`src/rtl/nap_axi_burst_master_if.sv`:
```
// AXI4 bundle between the burst master and the NAP slave wrapper.
// Only the fields the burst master drives or checks are carried.
interface nap_axi_burst_master_if #(
  parameter int DATA_WIDTH = 256,
  parameter int ADDR_WIDTH = 42
);
  logic [7:0]              awid;
  logic [ADDR_WIDTH-1:0]   awaddr;
  logic [7:0]              awlen;
  logic [2:0]              awsize;
  logic [1:0]              awburst;
  logic                    awlock;
  logic [3:0]              awqos;
  logic                    awvalid;
  logic                    awready;

  logic [DATA_WIDTH-1:0]   wdata;
  logic [DATA_WIDTH/8-1:0] wstrb;
  logic                    wlast;
  logic                    wvalid;
  logic                    wready;

  logic [7:0]              bid;
  logic [1:0]              bresp;
  logic                    bvalid;
  logic                    bready;

  logic [7:0]              arid;
  logic [ADDR_WIDTH-1:0]   araddr;
  logic [7:0]              arlen;
  logic [2:0]              arsize;
  logic [1:0]              arburst;
  logic                    arlock;
  logic [3:0]              arqos;
  logic                    arvalid;
  logic                    arready;

  logic [7:0]              rid;
  logic [DATA_WIDTH-1:0]   rdata;
  logic [1:0]              rresp;
  logic                    rlast;
  logic                    rvalid;
  logic                    rready;

  modport master (
    output awid, awaddr, awlen, awsize, awburst, awlock, awqos, awvalid,
    input  awready,
    output wdata, wstrb, wlast, wvalid,
    input  wready,
    input  bid, bresp, bvalid,
    output bready,
    output arid, araddr, arlen, arsize, arburst, arlock, arqos, arvalid,
    input  arready,
    input  rid, rdata, rresp, rlast, rvalid,
    output rready
  );

  modport slave (
    input  awid, awaddr, awlen, awsize, awburst, awlock, awqos, awvalid,
    output awready,
    input  wdata, wstrb, wlast, wvalid,
    output wready,
    output bid, bresp, bvalid,
    input  bready,
    input  arid, araddr, arlen, arsize, arburst, arlock, arqos, arvalid,
    output arready,
    output rid, rdata, rresp, rlast, rvalid,
    input  rready
  );
endinterface

```
`src/rtl/nap_axi_burst_master.sv`:
```
// Writes NUM_BURSTS INCR bursts of a burst/beat/lane tagged pattern through the NAP,
// reads the region back, and counts every failed response or data check.
module nap_axi_burst_master #(
  parameter int                    DATA_WIDTH = 256,
  parameter int                    ADDR_WIDTH = 42,
  parameter logic [7:0]            BURST_LEN  = 8'd15,
  parameter int                    NUM_BURSTS = 16,
  parameter logic [ADDR_WIDTH-1:0] BASE_ADDR  = '0,
  parameter logic [7:0]            AXI_ID     = 8'h00
) (
  input  logic                  i_clk,
  input  logic                  i_reset,
  input  logic                  i_start,
  nap_axi_burst_master_if.master nap,
  output logic                  o_busy,
  output logic                  o_done,
  output logic                  o_fail,
  output logic [15:0]           o_error_count,
  output logic [15:0]           o_bursts_done
);

  localparam int                    NUM_LANES   = DATA_WIDTH / 32;
  localparam int                    BEAT_BYTES  = DATA_WIDTH / 8;
  localparam logic [ADDR_WIDTH-1:0] BURST_BYTES = ADDR_WIDTH'((int'(BURST_LEN) + 1) * BEAT_BYTES);
  localparam logic [2:0]            AX_SIZE     = 3'($clog2(BEAT_BYTES));
  localparam logic [15:0]           LAST_BURST  = 16'(NUM_BURSTS - 1);

  typedef enum logic [2:0] {
    S_IDLE, S_WR_ADDR, S_WR_DATA, S_WR_RESP, S_RD_ADDR, S_RD_DATA, S_DONE
  } state_t;

  state_t                  state_reg;
  logic                    awvalid_reg, wvalid_reg, wlast_reg, bready_reg;
  logic                    arvalid_reg, rready_reg;
  logic                    busy_reg, done_reg, fail_reg;
  logic [15:0]             err_count_reg, bursts_done_reg, burst_idx_reg;
  logic [7:0]              beat_idx_reg;
  logic [ADDR_WIDTH-1:0]   addr_reg;
  logic [DATA_WIDTH-1:0]   wdata_reg;

  logic [7:0]              wr_next_beat;
  logic [DATA_WIDTH-1:0]   wr_next_data, rd_expect;
  logic                    rd_last_beat, b_err;
  logic [2:0]              rd_err_inc, err_inc;
  logic [16:0]             err_sum;
  logic [15:0]             err_next;

  // WR_ADDR preloads beat 0; during WR_DATA the next beat is prepared on each accept.
  assign wr_next_beat = (state_reg == S_WR_ADDR) ? 8'd0 : beat_idx_reg + 8'd1;
  assign rd_last_beat = (beat_idx_reg == BURST_LEN);

  for (genvar gi = 0; gi < NUM_LANES; gi++) begin : g_lane
    assign wr_next_data[32*gi +: 32] = {burst_idx_reg, wr_next_beat, 8'(gi)};
    assign rd_expect[32*gi +: 32]    = {burst_idx_reg, beat_idx_reg, 8'(gi)};
  end

  assign b_err      = (nap.bresp != 2'b00) || (nap.bid != AXI_ID);
  assign rd_err_inc = {2'b00, (nap.rdata != rd_expect)}
                    + {2'b00, (nap.rresp != 2'b00)}
                    + {2'b00, (nap.rid != AXI_ID)}
                    + {2'b00, (nap.rlast != rd_last_beat)};

  always_comb begin
    err_inc = 3'd0;
    if (state_reg == S_WR_RESP && nap.bvalid) begin
      err_inc = {2'b00, b_err};
    end else if (state_reg == S_RD_DATA && nap.rvalid) begin
      err_inc = rd_err_inc;
    end
    err_sum  = {1'b0, err_count_reg} + {14'd0, err_inc};
    err_next = err_sum[16] ? 16'hFFFF : err_sum[15:0];
  end

  always_ff @(posedge i_clk) begin
    if (i_reset) begin
      state_reg       <= S_IDLE;
      awvalid_reg     <= 1'b0;
      wvalid_reg      <= 1'b0;
      wlast_reg       <= 1'b0;
      bready_reg      <= 1'b0;
      arvalid_reg     <= 1'b0;
      rready_reg      <= 1'b0;
      busy_reg        <= 1'b0;
      done_reg        <= 1'b0;
      fail_reg        <= 1'b0;
      err_count_reg   <= 16'd0;
      bursts_done_reg <= 16'd0;
      burst_idx_reg   <= 16'd0;
      beat_idx_reg    <= 8'd0;
      addr_reg        <= BASE_ADDR;
      wdata_reg       <= '0;
    end else begin
      case (state_reg)
        S_IDLE, S_DONE: begin
          if (i_start) begin
            state_reg       <= S_WR_ADDR;
            awvalid_reg     <= 1'b1;
            busy_reg        <= 1'b1;
            done_reg        <= 1'b0;
            fail_reg        <= 1'b0;
            err_count_reg   <= 16'd0;
            bursts_done_reg <= 16'd0;
            burst_idx_reg   <= 16'd0;
            beat_idx_reg    <= 8'd0;
            addr_reg        <= BASE_ADDR;
          end
        end
        S_WR_ADDR: begin
          if (nap.awready) begin
            awvalid_reg  <= 1'b0;
            wvalid_reg   <= 1'b1;
            wdata_reg    <= wr_next_data;
            wlast_reg    <= (BURST_LEN == 8'd0);
            beat_idx_reg <= 8'd0;
            state_reg    <= S_WR_DATA;
          end
        end
        S_WR_DATA: begin
          if (nap.wready) begin
            if (wlast_reg) begin
              wvalid_reg <= 1'b0;
              wlast_reg  <= 1'b0;
              bready_reg <= 1'b1;
              state_reg  <= S_WR_RESP;
            end else begin
              beat_idx_reg <= beat_idx_reg + 8'd1;
              wdata_reg    <= wr_next_data;
              wlast_reg    <= (beat_idx_reg + 8'd1 == BURST_LEN);
            end
          end
        end
        S_WR_RESP: begin
          if (nap.bvalid) begin
            bready_reg    <= 1'b0;
            err_count_reg <= err_next;
            if (burst_idx_reg == LAST_BURST) begin
              // Read phase restarts the address walk and the burst counter.
              burst_idx_reg   <= 16'd0;
              bursts_done_reg <= 16'd0;
              addr_reg        <= BASE_ADDR;
              arvalid_reg     <= 1'b1;
              state_reg       <= S_RD_ADDR;
            end else begin
              burst_idx_reg   <= burst_idx_reg + 16'd1;
              bursts_done_reg <= bursts_done_reg + 16'd1;
              addr_reg        <= addr_reg + BURST_BYTES;
              awvalid_reg     <= 1'b1;
              state_reg       <= S_WR_ADDR;
            end
          end
        end
        S_RD_ADDR: begin
          if (nap.arready) begin
            arvalid_reg  <= 1'b0;
            rready_reg   <= 1'b1;
            beat_idx_reg <= 8'd0;
            state_reg    <= S_RD_DATA;
          end
        end
        S_RD_DATA: begin
          if (nap.rvalid) begin
            err_count_reg <= err_next;
            // An early rlast still closes the burst; the missing beats are not waited for.
            if (nap.rlast || rd_last_beat) begin
              rready_reg      <= 1'b0;
              bursts_done_reg <= bursts_done_reg + 16'd1;
              if (burst_idx_reg == LAST_BURST) begin
                busy_reg  <= 1'b0;
                done_reg  <= 1'b1;
                fail_reg  <= (err_next != 16'd0);
                state_reg <= S_DONE;
              end else begin
                burst_idx_reg <= burst_idx_reg + 16'd1;
                addr_reg      <= addr_reg + BURST_BYTES;
                arvalid_reg   <= 1'b1;
                state_reg     <= S_RD_ADDR;
              end
            end else begin
              beat_idx_reg <= beat_idx_reg + 8'd1;
            end
          end
        end
        default: state_reg <= S_IDLE;
      endcase
    end
  end

  assign nap.awid    = AXI_ID;
  assign nap.awaddr  = addr_reg;
  assign nap.awlen   = BURST_LEN;
  assign nap.awsize  = AX_SIZE;
  assign nap.awburst = 2'b01;
  assign nap.awlock  = 1'b0;
  assign nap.awqos   = 4'd0;
  assign nap.awvalid = awvalid_reg;

  assign nap.wdata   = wdata_reg;
  assign nap.wstrb   = '1;
  assign nap.wlast   = wlast_reg;
  assign nap.wvalid  = wvalid_reg;
  assign nap.bready  = bready_reg;

  assign nap.arid    = AXI_ID;
  assign nap.araddr  = addr_reg;
  assign nap.arlen   = BURST_LEN;
  assign nap.arsize  = AX_SIZE;
  assign nap.arburst = 2'b01;
  assign nap.arlock  = 1'b0;
  assign nap.arqos   = 4'd0;
  assign nap.arvalid = arvalid_reg;
  assign nap.rready  = rready_reg;

  assign o_busy        = busy_reg;
  assign o_done        = done_reg;
  assign o_fail        = fail_reg;
  assign o_error_count = err_count_reg;
  assign o_bursts_done = bursts_done_reg;

endmodule

```
`src/flat_wrapper.sv`:
```
// flat-port wrapper written by rule: the top's interface ports become plain ports
module nap_axi_burst_master_flat 
#(
  parameter int                    DATA_WIDTH = 256,
  parameter int                    ADDR_WIDTH = 42,
  parameter logic [7:0]            BURST_LEN  = 8'd15,
  parameter int                    NUM_BURSTS = 16,
  parameter logic [ADDR_WIDTH-1:0] BASE_ADDR  = '0,
  parameter logic [7:0]            AXI_ID     = 8'h00
)
  (i_clk, i_reset, i_start, o_busy, o_done, o_fail, o_error_count, o_bursts_done, nap_awid, nap_awaddr, nap_awlen, nap_awsize, nap_awburst, nap_awlock, nap_awqos, nap_awvalid, nap_awready, nap_wdata, nap_wstrb, nap_wlast, nap_wvalid, nap_wready, nap_bid, nap_bresp, nap_bvalid, nap_bready, nap_arid, nap_araddr, nap_arlen, nap_arsize, nap_arburst, nap_arlock, nap_arqos, nap_arvalid, nap_arready, nap_rid, nap_rdata, nap_rresp, nap_rlast, nap_rvalid, nap_rready);
  nap_axi_burst_master_if #(.DATA_WIDTH(DATA_WIDTH), .ADDR_WIDTH(ADDR_WIDTH)) nap_i ();
  input  logic i_clk;
  input  logic i_reset;
  input  logic i_start;
  output logic o_busy;
  output logic o_done;
  output logic o_fail;
  output logic [15:0] o_error_count;
  output logic [15:0] o_bursts_done;
  output wire logic [$bits(nap_i.awid)-1:0] nap_awid;
  output wire logic [$bits(nap_i.awaddr)-1:0] nap_awaddr;
  output wire logic [$bits(nap_i.awlen)-1:0] nap_awlen;
  output wire logic [$bits(nap_i.awsize)-1:0] nap_awsize;
  output wire logic [$bits(nap_i.awburst)-1:0] nap_awburst;
  output wire logic [$bits(nap_i.awlock)-1:0] nap_awlock;
  output wire logic [$bits(nap_i.awqos)-1:0] nap_awqos;
  output wire logic [$bits(nap_i.awvalid)-1:0] nap_awvalid;
  input wire logic [$bits(nap_i.awready)-1:0] nap_awready;
  output wire logic [$bits(nap_i.wdata)-1:0] nap_wdata;
  output wire logic [$bits(nap_i.wstrb)-1:0] nap_wstrb;
  output wire logic [$bits(nap_i.wlast)-1:0] nap_wlast;
  output wire logic [$bits(nap_i.wvalid)-1:0] nap_wvalid;
  input wire logic [$bits(nap_i.wready)-1:0] nap_wready;
  input wire logic [$bits(nap_i.bid)-1:0] nap_bid;
  input wire logic [$bits(nap_i.bresp)-1:0] nap_bresp;
  input wire logic [$bits(nap_i.bvalid)-1:0] nap_bvalid;
  output wire logic [$bits(nap_i.bready)-1:0] nap_bready;
  output wire logic [$bits(nap_i.arid)-1:0] nap_arid;
  output wire logic [$bits(nap_i.araddr)-1:0] nap_araddr;
  output wire logic [$bits(nap_i.arlen)-1:0] nap_arlen;
  output wire logic [$bits(nap_i.arsize)-1:0] nap_arsize;
  output wire logic [$bits(nap_i.arburst)-1:0] nap_arburst;
  output wire logic [$bits(nap_i.arlock)-1:0] nap_arlock;
  output wire logic [$bits(nap_i.arqos)-1:0] nap_arqos;
  output wire logic [$bits(nap_i.arvalid)-1:0] nap_arvalid;
  input wire logic [$bits(nap_i.arready)-1:0] nap_arready;
  input wire logic [$bits(nap_i.rid)-1:0] nap_rid;
  input wire logic [$bits(nap_i.rdata)-1:0] nap_rdata;
  input wire logic [$bits(nap_i.rresp)-1:0] nap_rresp;
  input wire logic [$bits(nap_i.rlast)-1:0] nap_rlast;
  input wire logic [$bits(nap_i.rvalid)-1:0] nap_rvalid;
  output wire logic [$bits(nap_i.rready)-1:0] nap_rready;
  assign nap_awid = nap_i.awid;
  assign nap_awaddr = nap_i.awaddr;
  assign nap_awlen = nap_i.awlen;
  assign nap_awsize = nap_i.awsize;
  assign nap_awburst = nap_i.awburst;
  assign nap_awlock = nap_i.awlock;
  assign nap_awqos = nap_i.awqos;
  assign nap_awvalid = nap_i.awvalid;
  assign nap_i.awready = nap_awready;
  assign nap_wdata = nap_i.wdata;
  assign nap_wstrb = nap_i.wstrb;
  assign nap_wlast = nap_i.wlast;
  assign nap_wvalid = nap_i.wvalid;
  assign nap_i.wready = nap_wready;
  assign nap_i.bid = nap_bid;
  assign nap_i.bresp = nap_bresp;
  assign nap_i.bvalid = nap_bvalid;
  assign nap_bready = nap_i.bready;
  assign nap_arid = nap_i.arid;
  assign nap_araddr = nap_i.araddr;
  assign nap_arlen = nap_i.arlen;
  assign nap_arsize = nap_i.arsize;
  assign nap_arburst = nap_i.arburst;
  assign nap_arlock = nap_i.arlock;
  assign nap_arqos = nap_i.arqos;
  assign nap_arvalid = nap_i.arvalid;
  assign nap_i.arready = nap_arready;
  assign nap_i.rid = nap_rid;
  assign nap_i.rdata = nap_rdata;
  assign nap_i.rresp = nap_rresp;
  assign nap_i.rlast = nap_rlast;
  assign nap_i.rvalid = nap_rvalid;
  assign nap_rready = nap_i.rready;
  nap_axi_burst_master #(.DATA_WIDTH(DATA_WIDTH), .ADDR_WIDTH(ADDR_WIDTH), .BURST_LEN(BURST_LEN), .NUM_BURSTS(NUM_BURSTS), .BASE_ADDR(BASE_ADDR), .AXI_ID(AXI_ID)) u_core (.i_clk(i_clk), .i_reset(i_reset), .i_start(i_start), .nap(nap_i), .o_busy(o_busy), .o_done(o_done), .o_fail(o_fail), .o_error_count(o_error_count), .o_bursts_done(o_bursts_done));
endmodule
```
`config.mk`:
```
export PLATFORM = sky130hd
export DESIGN_NAME = nap_axi_burst_master_flat
export DESIGN_NICKNAME = d
export VERILOG_FILES = /design/src/rtl/nap_axi_burst_master_if.sv /design/src/rtl/nap_axi_burst_master.sv /design/src/flat_wrapper.sv
export SDC_FILE = /design/constraint.sdc
export NUM_CORES = 1
export LEC_CHECK = 0
export CELL_PAD_IN_SITES_DETAIL_PLACEMENT = 1
export CELL_PAD_IN_SITES_GLOBAL_PLACEMENT = 2
export CORE_AREA = 2 2 291 293
export CTS_BUF_LIST = sky130_fd_sc_hd__clkbuf_16
export DETAILED_ROUTE_END_ITERATION = 10
export DIE_AREA = 0 0 293 295
export HOLD_SLACK_MARGIN = 0.12
export MAX_ROUTING_LAYER = met4
export PLACE_DENSITY_LB_ADDON = 0.1
export RECOVER_POWER = 25
export SLEW_MARGIN = 20
export SYNTH_ARGS = -nofsm -noshare
export SYNTH_HDL_FRONTEND = slang
export SYNTH_SLANG_ARGS = --single-unit
```
`constraint.sdc`:
```
create_clock -name i_clk -period 8.33 [get_ports i_clk]
set_input_delay 1.2495 -clock i_clk [delete_from_list [all_inputs] [get_ports i_clk]]
set_output_delay 1.2495 -clock i_clk [all_outputs]
set_load 0.05 [all_outputs]
```
==> flow_summary_export.csv <==
group,metric,value,unit
run_status,status,"complete, no violations",
sta,post-route-min-period,7.08,ns
place,placed_area,16200,um^2
cells_and_area,mostFrequentLayoutCells,"clkdlybuf4s50_1, conb_1, dfxtp_1",
worst_setup_path,rrSetupSlack,1.97,ns
sta,whs,0.455,ns
sta,setup_viol,0,
sta,finalHoldViolCount,0,
synth,synthFlopType,"dfxtp_1",
cells_and_area,stdcell_count,2938,
cells_and_area,utilization,20.1,%
sta,fin_crit_sh,85.0,%
power,power_leakage,6.02,nW
flow_run,drv_cap,0,
worst_setup_path,crit_start,"nap_rdata[196]",
floorplan,rows,106,
cells_and_area,nFillCells,9856,
cts,path_clk_slew,0.06,ns
detailed_routing,vias,11300,
synth,synth-seq-cells,126,
place,place_congestion,0.745,
cts,post_cts_buffers,0,
cts,hold_buffers,0,
global_routing,grt_max_degree,60,
sta,slew_violations,0,
cts,htree_num_levels,4,
cells_and_area,drive_gt1_share,3.90,%
global_routing,grt_pass1_vias,11400,
synth,synth_edf_count,0,
power,p_total,2.46,mW
cells_and_area,design_area,16700,um^2
detailed_routing,drc,0,
synth,seq_area_frac_synth,22.8,%
sta,max_slew_margin,26.0,%
worst_setup_path,worstPathArrival,7.48,ns
cells_and_area,syn_to_final_growth,51.1,%
floorplan,fp.dieArea,86400,um^2
cts,cts_tree,"yes",
global_routing,grt_pass1_wl,87100,um
detailed_routing,dr.pass1.iters,4,
cells_and_area,final_common_cell,"clkdlybuf4s50_1",
cts,numCtsBuffers,17,
detailed_routing,detail_route.wl_per_cell,21.6,um
worst_setup_path,r2r-start,"u_core.beat_idx_reg[7]",
synth,netlist_area,11100,um^2
min_path,hold_depth,2,
cts,post_cts_resized,0,
detailed_routing,ant_nets,0,
worst_setup_path,r2r-end,"u_core.o_error_count[7]",
place,port-buffer-count,595,
global_routing,antenna_found_initial,10,
cts,clk_latency,0.48,ns
worst_setup_path,endpoint,"u_core.o_error_count[7]",
cts,cts-root-buf,"clkbuf_16",
sta,layout_setup_ws,1.25,ns
cts,clock_path_buffers,2,
cells_and_area,largest_register_ffs,33,
floorplan,io_pins,750,
cells_and_area,layout.nets,2136,
detailed_routing,routed_wl,63500,um
sta,worst_slew_pin_slew,1.10,ns
floorplan,core-area,83200,um^2
synth,ys_types,64,
cts,clock-sinks,126,
min_path,min_path_type,"reg -> reg",
place,dp.final_hpwl,52000,um
worst_setup_path,crit_path_max_fanout,10,
synth,async_flop_share,0,%
detailed_routing,drt-vias-per-instance,3.84,
worst_setup_path,critPathCaptureType,"register",
floorplan,start_util,13.3,%
power,ir_drop,0.136,mV
synth,synthCells,1482,
worst_setup_path,worstPathRequired,8.73,ns
floorplan,die_y,295,um
worst_setup_path,reg2reg_depth,21,
sta,finalSetupTns,0,ns
global_routing,grt_usage,14.5,%
place,dp_slack,0.591,ns
power,power.density,147,nW/um^2
sta,grt_setup_unrepaired,"no",
synth,synth.avg_cell_area,7.48,um^2
floorplan,die_w,293,um
sta,fmax,141,MHz
place,place_inst,2898,
worst_setup_path,crit_type,"in -> reg",
detailed_routing,initialDrtViolationCount,287,
sta,skew,0.0150,ns
worst_setup_path,crit_path_start_kind,"input pin",
global_routing,grt_overflow_total,0,
synth,ys_warn_count,0,
## cells in the mapped netlist (all sizes together), types with 7 or more instances
cell	instances	area share [%]
a31oi	11	0.62
a21oi	72	3.3
xnor2	61	4.8
inv	23	0.78
or4	24	1.7
and2	7	0.39
a221oi	8	0.69
buf	375	25
o21ai	48	2.2
nor2	120	4.1
or3	24	1.5
and4	8	0.64
dfxtp	126	23
nand3	48	2.2
nor4	36	2.0
ha	12	1.4
nand2	102	3.5
and3	35	2.0
o22ai	11	0.62
nor4b	7	0.55
xor2	61	4.8
a22oi	16	1.1
nor3	59	2.7
nand4	41	2.3
clkbuf	62	2.1
## worst min-delay path by stage
| stage | slack (ns) | endpoint | startpoint |
|---|---|---|---|
| after floorplan | 0.60 | u_core.beat_idx_reg[5] | u_core.beat_idx_reg[4] |
| after global routing | 0.48 | u_core.nap.bready | u_core.nap.bready |
| after detailed placement | 0.45 | u_core.nap.bready | u_core.nap.bready |
| after global placement | 0.45 | u_core.nap.bready | u_core.nap.bready |
| after CTS | 0.46 | u_core.nap.bready | u_core.nap.bready |
| final | 0.46 | u_core.nap.bready | u_core.nap.bready |
## area by class of cell
type | count | area, um^2 | area share (%)
multi-input combinational | 1048 | 6070 | 36.2
sequential | 126 | 2520 | 15.1
clock buffer | 17 | 425 | 2.54
inverter | 23 | 86.3 | 0.515
timing repair buffer | 621 | 6140 | 36.7
antenna | 10 | 25.0 | 0.149
clock inverter | 13 | 128 | 0.762
tap | 1080 | 1350 | 8.07
## power by group
part | total (mW) | internal (mW) | leakage (nW) | switching [mW]
Combinational | 1.05 | 0.316 | 4.74 | 0.734
Clock | 0.758 | 0.431 | 0.261 | 0.327
Sequential | 0.651 | 0.622 | 1.02 | 0.0288
Total | 2.46 | 1.37 | 6.02 | 1.09
## cells by family after synthesis
| kind of cell | count (synthesis) | synth area share, % |
|---|---|---|
| mux | 4 | 0.361 |
| simple gates | 544 | 25.7 |
| flops | 126 | 22.8 |
| fa+ha+maj | 14 | 1.72 |
| xor+xnor | 122 | 9.64 |
| buf+inv | 460 | 28.1 |
| compound gates | 210 | 11.7 |
| other cells | 2 | 0.0677 |
## routing by layer
metal / global-route usage, % / vias to the layer above / wire length (um)
li1: - / 5367 / -
met1: 15.7 / 5466 / 25200
met2: 26.6 / 408 / 34100
met3: 3.19 / 40 / 3320
met4: 3.98 / 0 / 927
met5: - / - / 0
## critical path, stage by stage
cell             delay (ns)
clkdlybuf4s50_1        0.44
or4b_2                 0.67
or4_1                  0.51
nor4_1                 0.32
o2111ai_1              0.18
nor4_1                 0.49
nand4_1                0.31
ha_1                   0.39
inv_1                  0.05
fa_1                   0.44
o22ai_1                0.17
ha_1                   0.22
fa_1                   0.22
a21oi_1                0.11
buf_4                  0.19
or4b_2                 0.67
nor2_1                 0.33
buf_4                  0.26
o21ai_0                0.12
a21oi_1                0.14
(Power assumes the default switching activity.)
